===== config.mk =====
export PLATFORM = sky130hd
export DESIGN_NAME = credit_coalesce_rx
export DESIGN_NICKNAME = d
export VERILOG_FILES = /design/src/rtl/credit_coalesce_rx.sv
export SDC_FILE = /design/constraint.sdc
export NUM_CORES = 1
export LEC_CHECK = 0
export CAP_MARGIN = 20
export CORE_MARGIN = 2
export CORE_UTILIZATION = 28
export DETAILED_ROUTE_END_ITERATION = 10
export DONT_BUFFER_PORTS = 1
export GPL_ROUTABILITY_DRIVEN = 0
export SLEW_MARGIN = 5
export SYNTH_ARGS = -nofsm -noshare
export SYNTH_HDL_FRONTEND = slang
export SYNTH_SLANG_ARGS = --single-unit

===== constraint.sdc =====
create_clock -name clk -period 6.06 [get_ports clk]
set_clock_uncertainty 0.2 [all_clocks]
set_input_delay 1.212 -clock clk [delete_from_list [all_inputs] [get_ports clk]]
set_output_delay 1.212 -clock clk [all_outputs]
set_load 0.1 [all_outputs]

===== src/rtl/credit_coalesce_rx.sv =====
// Credit-based receiver: per-VC fall-through FIFOs; freed slots are coalesced and returned as counted credits.
// Optional overflow detection is built only when CREDIT_RX_OVF_CHECK_EN is defined.
module credit_coalesce_rx #(
    parameter int VC_W         = 2,
    parameter int D_W          = 32,
    parameter int A_W          = 8,
    parameter int DEPTH        = 8,
    parameter int CREDIT_BATCH = 4,
    parameter int FLUSH_CYCLES = 16
) (
    input  logic                                          clk,
    input  logic                                          rst,
    input  logic [VC_W-1:0]                               i_push_v,
    input  logic [A_W+D_W:0]                              i_push_d,
    output logic [VC_W-1:0]                               o_credit_v,
    output logic [VC_W-1:0][$clog2(DEPTH+1)-1:0]          o_credit_cnt,
    output logic [VC_W-1:0]                               o_v,
    output logic [VC_W-1:0][A_W+D_W:0]                    o_d,
    input  logic [VC_W-1:0]                               i_b,
    output logic                                          o_err
);
    localparam int FW    = A_W + D_W + 1;
    localparam int CNT_W = $clog2(DEPTH + 1);
    localparam int PTR_W = $clog2(DEPTH);
    localparam int TMR_W = $clog2(FLUSH_CYCLES + 1);

    logic [FW-1:0]                mem_r [VC_W][DEPTH];
    logic [VC_W-1:0][PTR_W-1:0]   wr_ptr_r;
    logic [VC_W-1:0][PTR_W-1:0]   rd_ptr_r;
    logic [VC_W-1:0][CNT_W-1:0]   count_r;
    logic [VC_W-1:0]              v_r;
    logic [VC_W-1:0][CNT_W-1:0]   acc_r;
    logic [VC_W-1:0][TMR_W-1:0]   tmr_r;
    logic [VC_W-1:0]              credit_v_r;
    logic [VC_W-1:0][CNT_W-1:0]   credit_cnt_r;

    logic [VC_W-1:0]              full_s;
    logic [VC_W-1:0]              pop_s;
    logic [VC_W-1:0]              push_ok_s;
    logic [VC_W-1:0]              flush_s;
    logic [VC_W-1:0][CNT_W-1:0]   count_nxt_s;
    logic [VC_W-1:0][CNT_W-1:0]   acc_sum_s;

    // Per-VC occupancy, pop/push qualification and credit-return decision.
    always_comb begin
        full_s      = {VC_W{1'b0}};
        pop_s       = {VC_W{1'b0}};
        push_ok_s   = {VC_W{1'b0}};
        flush_s     = {VC_W{1'b0}};
        count_nxt_s = {(VC_W*CNT_W){1'b0}};
        acc_sum_s   = {(VC_W*CNT_W){1'b0}};
        for (int i = 0; i < VC_W; i++) begin
            full_s[i]      = (count_r[i] == CNT_W'(DEPTH));
            pop_s[i]       = v_r[i] & ~i_b[i];
            push_ok_s[i]   = i_push_v[i] & ~full_s[i];
            count_nxt_s[i] = count_r[i] + CNT_W'(push_ok_s[i]) - CNT_W'(pop_s[i]);
            acc_sum_s[i]   = acc_r[i] + CNT_W'(pop_s[i]);
            // A partial batch is flushed on the last cycle of its hold window.
            if (acc_sum_s[i] >= CNT_W'(CREDIT_BATCH)) begin
                flush_s[i] = 1'b1;
            end else if ((acc_sum_s[i] != {CNT_W{1'b0}}) && (tmr_r[i] == TMR_W'(FLUSH_CYCLES - 1))) begin
                flush_s[i] = 1'b1;
            end else begin
                flush_s[i] = 1'b0;
            end
        end
    end

    // FIFO storage; payload words need no reset since o_v qualifies them.
    always_ff @(posedge clk) begin
        for (int i = 0; i < VC_W; i++) begin
            if (push_ok_s[i]) begin
                mem_r[i][wr_ptr_r[i]] <= i_push_d;
            end
        end
    end

    // FIFO pointers, occupancy and registered head-valid flag.
    always_ff @(posedge clk) begin
        if (rst) begin
            wr_ptr_r <= {(VC_W*PTR_W){1'b0}};
            rd_ptr_r <= {(VC_W*PTR_W){1'b0}};
            count_r  <= {(VC_W*CNT_W){1'b0}};
            v_r      <= {VC_W{1'b0}};
        end else begin
            for (int i = 0; i < VC_W; i++) begin
                if (push_ok_s[i]) begin
                    wr_ptr_r[i] <= wr_ptr_r[i] + PTR_W'(1);
                end
                if (pop_s[i]) begin
                    rd_ptr_r[i] <= rd_ptr_r[i] + PTR_W'(1);
                end
                count_r[i] <= count_nxt_s[i];
                v_r[i]     <= (count_nxt_s[i] != {CNT_W{1'b0}});
            end
        end
    end

    // Credit coalescer: accumulator, hold timer and registered credit return.
    always_ff @(posedge clk) begin
        if (rst) begin
            acc_r        <= {(VC_W*CNT_W){1'b0}};
            tmr_r        <= {(VC_W*TMR_W){1'b0}};
            credit_v_r   <= {VC_W{1'b0}};
            credit_cnt_r <= {(VC_W*CNT_W){1'b0}};
        end else begin
            for (int i = 0; i < VC_W; i++) begin
                if (flush_s[i]) begin
                    credit_v_r[i]   <= 1'b1;
                    credit_cnt_r[i] <= acc_sum_s[i];
                    acc_r[i]        <= {CNT_W{1'b0}};
                    tmr_r[i]        <= {TMR_W{1'b0}};
                end else begin
                    credit_v_r[i]   <= 1'b0;
                    credit_cnt_r[i] <= {CNT_W{1'b0}};
                    acc_r[i]        <= acc_sum_s[i];
                    tmr_r[i]        <= (acc_sum_s[i] != {CNT_W{1'b0}}) ? (tmr_r[i] + TMR_W'(1)) : {TMR_W{1'b0}};
                end
            end
        end
    end

    // Head flit of each VC read straight from storage (fall-through).
    always_comb begin
        o_d = {(VC_W*FW){1'b0}};
        for (int i = 0; i < VC_W; i++) begin
            o_d[i] = mem_r[i][rd_ptr_r[i]];
        end
    end

    assign o_v          = v_r;
    assign o_credit_v   = credit_v_r;
    assign o_credit_cnt = credit_cnt_r;

`ifdef CREDIT_RX_OVF_CHECK_EN
    logic err_r;

    // Sticky overflow flag, cleared only by reset.
    always_ff @(posedge clk) begin
        if (rst) begin
            err_r <= 1'b0;
        end else begin
            err_r <= err_r | (|(i_push_v & full_s));
        end
    end

    assign o_err = err_r;
`else
    assign o_err = 1'b0;
`endif

endmodule


==> results of run 1 <==
## per-layer routing
metal	GRT usage	vias up	share of wire
li1	-	5225	-
met1	0.149	6538	0.41
met2	0.208	277	0.50
met3	0.0356	93	0.066
met4	0.0456	0	0.027
met5	0	-	0
## flip-flops by register name, indices dropped and copies added, names as in the netlist
name	flops
o_credit_v	2
o_v	2
acc_r	8
count_r	8
wr_ptr_r	6
mem_r	656
o_credit_cnt	8
rd_ptr_r	6
tmr_r	10
## logic make-up after synthesis
logic type | synth area share
flip-flops | 0.755
multiplexers | 0.181
AND/OR/NAND/NOR | 0.0189
buffers and inverters | 0.0182
AO/OA/AOI/OAI | 0.0108
adder cells (fa/ha/maj) | 0.0115
XOR/XNOR | 0.00447
other | 0.000137
## critical path, delay by kind of cell (launching register included)
family                 cells  cell delay, ns
DFF                        1            0.80
muxes                      2            1.12
buffers and inverters      1            0.39
## cell usage in the layout, fill, tap and decap left out, types with 5 or more instances in the layout
cell type	netlist	routed
nor2_1	27	15
nand2b_1	5	5
dfxtp_4	0	6
clkinvlp_4	0	5
conb_1	1	5
inv_1	18	18
xor2_1	6	6
ha_1	22	22
buf_4	3	22
nand3b_1	5	5
mux2_2	84	84
clkinv_2	0	13
edfxtp_1	656	656
mux4_2	86	86
bufinv_16	0	7
dfxtp_1	50	44
o21ai_0	6	6
a21oi_1	9	9
mux4_1	78	78
xnor2_1	8	8
clkbuf_16	0	84
a211oi_1	9	9
clkbuf_1	15	13
nor2_4	0	12
nand2_1	7	7
clkinv_1	0	14
nor3_1	13	9
nand3_1	12	12
nor2b_1	9	9
## area by class of cell
class	count	area, um2
clock buffer	100	2190
tap	1276	1600
sequential	706	20700
timing repair buffer	28	300
antenna	1	2.50
fill	9020	65200
clock inverter	43	415
inverter	18	67.6
multi-input combinational	431	6340
## path summary, 6_finish.rpt
path              endpoint  depth (start not counted)
hold reg to reg   tmr_r[0]                          1
setup reg to reg    o_v[1]                          9
hold / removal    tmr_r[0]                          1
setup / recovery   o_d[81]                          3
## power groups by stage
stage / clock (mW) / sequential (mW) / combinational [mW]
final: 4.76 / 5.87 / 3.28
after global routing: 5.08 / 5.90 / 3.44
after CTS: 4.90 / 5.93 / 3.28
after detailed placement: 0 / 6.03 / 3.27
after global placement: 0 / 6.00 / 3.23
after floorplan: 0 / 5.89 / 2.94
==> out/results.tsv, run 1 <==
metric	value	unit
status	completed	
net-switching-power	4.55	mW
viasPerCell	4.66	
post_cts_buffers	0	
postCtsHoldBufs	0	
first_pass_iters	4	
yosysWarnings	0	
rows	114	
synth-edff-count	656	
coreArea	96900	um2
power	13.9	mW
ant_nets	0	
timing.rr.start	o_v[1]	
clock-sinks	706	
hpwl	35800	um
rsz0062_at_grt	false	
crit_path_end_kind	output pin	
fin_nets	1336	
cp.arrival	3.11	ns
cts_buffers	80	
placed_cells_incl_taps	2457	
worstHoldPathType	register to register	
period_share	0.747	
leakagePower	9.79	nW
drv_cap	0	
path_cells	buf_12 -> mux4_1 -> mux2_2	
p_sw_frac	0.327	
areaGrowthSynthToFinish	15.4	%
setup_tns	0	ns
yosysTopAreaCellShare	0.718	
cts-htree-levels	3	
cp-start-kind	register	
max_freq	0.221	GHz
pwr-share-clk	0.342	
die_w	317	um
wl_per_cell	23.7	um
crit_required	4.65	ns
syn-instance-count	1204	
power_frac_seq	0.422	
grt_pass1_wl	88700	um
p_int	9.35	mW
ys_async_sr_fraction	0	
layout-drive-gt1-share	0.258	
ff2ff_setup_slack	2.44	ns
cts_root_buffer	clkbuf_16	
cts_buffer_depth	3	
overflow	0	
grt_usage	0.123	
dp_worst_setup_slack	2.04	ns
synth_area	27400	um2
die_y	317	um
vias	12100	
antenna_found_initial	1	
tightestPinTransition	1.06	ns
critPathKind	register to output pin	
fin_crit	4.52	ns
drc	0	
crit_start	rd_ptr_r[3]	
path_clk_slew	0.06	ns
ys_types	49	
slew_viol_final	0	
synth_top_cell_by_area	edfxtp_1	
stdcell_area	31600	um2
hold_start	tmr_r[0]	
instances_no_fill	2603	
ir_drop	0.000229	V
fin_util	0.327	
grt_max_degree	58	
io_buffer_count	0	
setup_slack	1.54	ns
synth_common_cells	edfxtp_1 (656), mux4_2 (86), mux2_2 (84)	
cp_max_fo	50	
synth.most_common_cell	edfxtp_1	
holdWs	0.274	ns
synth_ff_type	edfxtp_1	
dieArea	100000	um2
grt_pass1_vias	12800	
p_comb_frac	0.236	
hold_viol	0	
synth-seq-cells	706	
setup_viol	0	
io_pins	142	
slew-limit-headroom	0.292	
insertion_delay	0.63	ns
cpPeakStageDelay	0.80	ns
synth_area_leaders	edfxtp_1 (72%), mux4_1 (7.5%), mux4_2 (7.1%), dfxtp_1 (3.7%), mux2_2 (3.5%)	
placed_area	29000	um2
slowest_stage	dfxtp_4	
cts.repair.resized	0	
drt_wl_total	61700	um
p_per_area	440	nW/um2
cts_tree	built	
synth_seq_area_share	0.755	
syn_avg_cell_area	22.8	um2
drt-initial-drc-count	788	
initial_utilization	0.283	
Power figures use the tool's default switching activity.
==> run 2: changes to the inputs <==
==> constraint.sdc (replaced) <==
create_clock -name clk -period 4.2 [get_ports clk]
set_clock_uncertainty 0.2 [all_clocks]
set_input_delay 0.84 -clock clk [delete_from_list [all_inputs] [get_ports clk]]
set_output_delay 0.84 -clock clk [all_outputs]
set_load 0.1 [all_outputs]
==> out/results.tsv, run 2 (synthesized netlist as in run 1, its figures left out) <==
metric	value	unit	change
grt_pass1_vias	12800		about the same
drv_cap	0		unchanged
period_share	0.933		
crit_required	3.16	ns	was 4.65 ns
ir_drop	0.000522	V	was 0.000229 V
insertion_delay	0.63	ns	about the same
leakagePower	9.87	nW	was 9.79 nW
stdcell_area	31900	um2	was 31600 um2
dieArea	100000	um2	unchanged
hpwl	35700	um	was 35800 um
ff2ff_setup_slack	1.17	ns	was 2.44 ns
critPathKind	register to output pin		unchanged
cts-htree-levels	3		unchanged
overflow	0		unchanged
io_pins	142		unchanged
status	completed		unchanged
post_cts_buffers	0		unchanged
placed_area	29200	um2	was 29000 um2
coreArea	96900	um2	unchanged
cp.arrival	2.88	ns	was 3.11 ns
rows	114		unchanged
drt_wl_total	61900	um	was 61700 um
instances_no_fill	2609		was 2603
slew_viol_final	0		unchanged
cp-start-kind	register		unchanged
areaGrowthSynthToFinish	16.3	%	was 15.4%
viasPerCell	4.63		was 4.66
worstHoldPathType	input port to register		was register to register
grt_pass1_wl	88500	um	was 88700 um
cts_tree	built		unchanged
antenna_found_initial	3		was 1
p_per_area	638	nW/um2	was 440 nW/um2
final_common_cell	edfxtp_1		unchanged
hold_viol	0		unchanged
path_clk_slew	0.06	ns	about the same
fin_nets	1342		was 1336
fin_crit	3.92	ns	
holdWs	0.0905	ns	was 0.274 ns
die_y	317	um	unchanged
vias	12100		about the same
clock-sinks	706		unchanged
ant_nets	0		unchanged
max_freq	0.255	GHz	
cts_buffer_depth	3		unchanged
crit_path_end_kind	output pin		unchanged
grt_usage	0.123		about the same
setup_viol	0		unchanged
cts.repair.resized	0		unchanged
cp_max_fo	25		was 50
cts_buffers	78		was 80
cts_root_buffer	clkbuf_16		unchanged
tightestPinTransition	0.954	ns	was 1.06 ns
grt_max_degree	53		was 58
placed_cells_incl_taps	2467		was 2457
drc	0		unchanged
final_cell_mix	edfxtp_1 (656), mux4_2 (86), mux2_2 (84), mux4_1 (78), clkbuf_16 (78)		was edfxtp_1 (656), mux4_2 (86), mux2_2 (84), clkbuf_16 (84), mux4_1 (78)
layout-drive-gt1-share	0.262		was 0.258
drt-initial-drc-count	895		was 788
postCtsHoldBufs	0		unchanged
io_buffer_count	0		unchanged
largest_register_ffs	656		unchanged
die_w	317	um	unchanged
rsz0062_at_grt	false		unchanged
power	20.3	mW	was 13.9 mW
initial_utilization	0.283		unchanged
slew-limit-headroom	0.363		was 0.292
first_pass_iters	4		unchanged
setup_tns	0	ns	unchanged
wl_per_cell	23.7	um	about the same
[run 2: through the flow]
step,setup WS (ns),utilization
finish,0.281,0.329
global placement,0.891,0.302
global route,0.175,0.329
detailed placement,0.890,0.302
CTS,0.173,0.329
floorplan,0.502,-
[run 2: report_power, final]
part	total [mW]	internal (mW)	switching (mW)	leakage, nW
logic	4.91	1.30	3.61	2.21
clock network	7.07	4.26	2.81	1.29
registers	8.37	8.13	0.239	6.36
total	20.3	13.7	6.66	9.87
[run 2: metal layers]
layer,part of all wire,GRT usage
met5,0,0
met4,0.024,0.0406
met3,0.079,0.0414
met2,0.49,0.206
met1,0.41,0.149
[run 2: worst max-delay path: stages, from the launching register on]
cell,delay (ns)
dfxtp_4,0.71
buf_4,0.40
mux4_1,0.61
mux2_2,0.50
[run 2: area by class of cell]
class                           count  area [um2]
Tap cell                         1276        1600
Antenna cell                        1        2.50
Multi-Input combinational cell    431        6370
Sequential cell                   706       20700
Clock buffer                       93        2010
Inverter                           18        67.6
Clock inverter                     48         658
Fill cell                        9009       65000
Timing Repair Buffer               36         445
[run 2: worst paths after layout]
kind	start	end	cells past startpoint
worst max-delay path	rd_ptr_r[3]	o_d[64]	3
worst min-delay path	rst	rd_ptr_r[3]	1
worst max register to register	count_r[2]	o_v[0]	12
worst min register to register	tmr_r[0]	tmr_r[0]	1
==> run 3: changes to the inputs <==
--- a/config.mk
+++ b/config.mk
@@ -6,7 +6,6 @@
 export NUM_CORES = 1
 export LEC_CHECK = 0
 export CAP_MARGIN = 20
-export CORE_MARGIN = 2
 export CORE_UTILIZATION = 28
 export DETAILED_ROUTE_END_ITERATION = 10
 export DONT_BUFFER_PORTS = 1
==> out/results.tsv, run 3 (synthesized netlist as in run 1, its figures left out) <==
metric	value	unit	change
crit_start	rd_ptr_r[3]		unchanged
rows	114		unchanged
grt_util_met2	0.212		was 0.206
rr_endpoint	o_v[0]		unchanged
final_common_cell	edfxtp_1		unchanged
fin_crit	3.85	ns	was 3.92 ns
dieArea	99200	um2	was 100000 um2
slew-limit-headroom	0.370		was 0.363
overflow	0		unchanged
antenna_found_initial	4		was 3
post_cts_buffers	0		unchanged
tightestPinTransition	0.944	ns	was 0.954 ns
cts-htree-levels	3		unchanged
cp.arrival	2.81	ns	was 2.88 ns
period_share	0.917		was 0.933
io_pins	142		unchanged
coreArea	96900	um2	unchanged
setup_viol	0		unchanged
initial_utilization	0.283		unchanged
insertion_delay	0.63	ns	about the same
hpwl	35000	um	was 35700 um
drc	15		was 0
worstHoldPathType	input port to register		unchanged
grt_usage	0.125		was 0.123
die_w	315	um	was 317 um
setup_tns	0	ns	unchanged
largest_register_ffs	656		unchanged
drt_wl_total	61500	um	was 61900 um
grt_use_met1	0.151		was 0.149
postCtsHoldBufs	0		unchanged
grt_pass1_wl	88200	um	was 88500 um
cts.repair.resized	0		unchanged
drt-initial-drc-count	831		was 895
critPathKind	register to output pin		unchanged
violations	DRC		
crit_required	3.16	ns	about the same
final_cell_mix	edfxtp_1 (656), mux4_2 (86), mux2_2 (84), mux4_1 (78), clkbuf_16 (77)		was edfxtp_1 (656), mux4_2 (86), mux2_2 (84), mux4_1 (78), clkbuf_16 (78)
areaGrowthSynthToFinish	15.7	%	was 16.3%
placed_area	29200	um2	about the same
pwr-share-clk	0.336		was 0.347
cp-endpoint	o_d[43]		was o_d[64]
n_fill_cell	9001		was 9009
cts_tree	built		unchanged
net-switching-power	6.56	mW	was 6.66 mW
viasPerCell	4.61		was 4.63
fin_nets	1341		was 1342
stdcell_area	31700	um2	was 31900 um2
first_pass_iters	8		was 4
layout-drive-gt1-share	0.260		was 0.262
wl_per_cell	23.6	um	was 23.7 um
die_y	315	um	was 317 um
cts_root_buffer	clkbuf_16		unchanged
drv_cap	0		unchanged
antenna_cells	0		was 1
hold_viol	0		unchanged
vias	12000		was 12100
cts_buffers	77		was 78
p_int	13.4	mW	was 13.7 mW
use_met3	0.0385		was 0.0414
leakagePower	9.80	nW	was 9.87 nW
p_per_area	630	nW/um2	was 638 nW/um2
top_usage_layer	met2		unchanged
path_clk_slew	0.06	ns	about the same
rsz0062_at_grt	false		unchanged
cp-start-kind	register		unchanged
p_comb_frac	0.247		was 0.241
ant_nets	0		unchanged
crit_path_end_kind	output pin		unchanged
placed_cells_incl_taps	2467		unchanged
reg2reg_depth	12		unchanged
io_buffer_count	0		unchanged
slew_viol_final	0		unchanged
timing.rr.start	count_r[2]		unchanged
cts_buffer_depth	3		unchanged
holdPathStages	1		unchanged
instances_no_fill	2605		was 2609
clock-sinks	706		unchanged
max_freq	0.260	GHz	was 0.255 GHz
power_frac_seq	0.417		was 0.411
cp_max_fo	23		was 25
ir_drop	0.000370	V	was 0.000522 V
grt_max_degree	51		was 53
p_sw_frac	0.328		was 0.327
ff2ff_setup_slack	1.23	ns	was 1.17 ns
grt_pass1_vias	12700		was 12800
status	finished with violations		was completed
## run 3: changes by cell type in the layout (fill, tap and decap cells not counted), moves of 2 or more
| cell | before | now |
|---|---|---|
| clkinv_2 | 7 | 9 |
| bufinv_16 | 13 | 10 |
| clkinv_1 | 12 | 14 |
| clkinv_16 | 2 | 0 |
## run 3: worst min path at each step
stage | start | to | slack [ns]
after floorplan | tmr_r[5] | tmr_r[5] | 0.23
after global placement | tmr_r[5] | tmr_r[5] | 0.24
after detailed placement | tmr_r[0] | tmr_r[0] | 0.26
after CTS | rst | o_credit_cnt[3] | 0.02
after global routing | rst | o_credit_cnt[3] | 0.03
final | rst | o_credit_cnt[3] | 0.08
## run 3: power groups by stage
stage	sequential (mW)	combinational [mW]	clock, mW
after floorplan	8.48	4.25	0
after global placement	8.47	4.95	0
after detailed placement	8.49	5.00	0
after CTS	8.35	5.02	6.90
after global routing	8.38	5.16	7.13
final	8.34	4.93	6.71
## run 3: critical path, stage by stage (launching register included)
cell and delay [ns]:
dfxtp_4 0.70, buf_4 0.35, mux4_1 0.61, mux2_2 0.50
## run 3: layer usage
layer  wire length, um  vias to the layer above
li1                  -                     5228
met5                 0                        -
met2             31000                      274
met3              4070                       90
met1             25000                     6425
met4              1450                        0
## run 3: metrics by stage
step | utilization | power [mW] | hold slack, ns | setup WS, ns
2_1_floorplan | - | 12.7 | 0.229 | 0.502
3_3_place_gp | 0.302 | 13.4 | 0.238 | 0.961
3_5_place_dp | 0.302 | 13.5 | 0.257 | 0.946
4_1_cts | 0.328 | 20.3 | 0.0187 | 0.234
5_1_grt | 0.328 | 20.7 | 0.0338 | 0.199
6_report | 0.328 | 20.0 | 0.0784 | 0.349
## run 3: area by class of cell
| class | instances | area (um2) | share of cell area |
|---|---|---|---|
| Multi-Input combinational cell | 431 | 6370 | 0.201 |
| Tap cell | 1276 | 1600 | 0.0503 |
| Clock inverter | 48 | 542 | 0.0171 |
| Clock buffer | 90 | 1980 | 0.0623 |
| Timing Repair Buffer | 36 | 458 | 0.0144 |
| Inverter | 18 | 67.6 | 0.00213 |
| Sequential cell | 706 | 20700 | 0.653 |
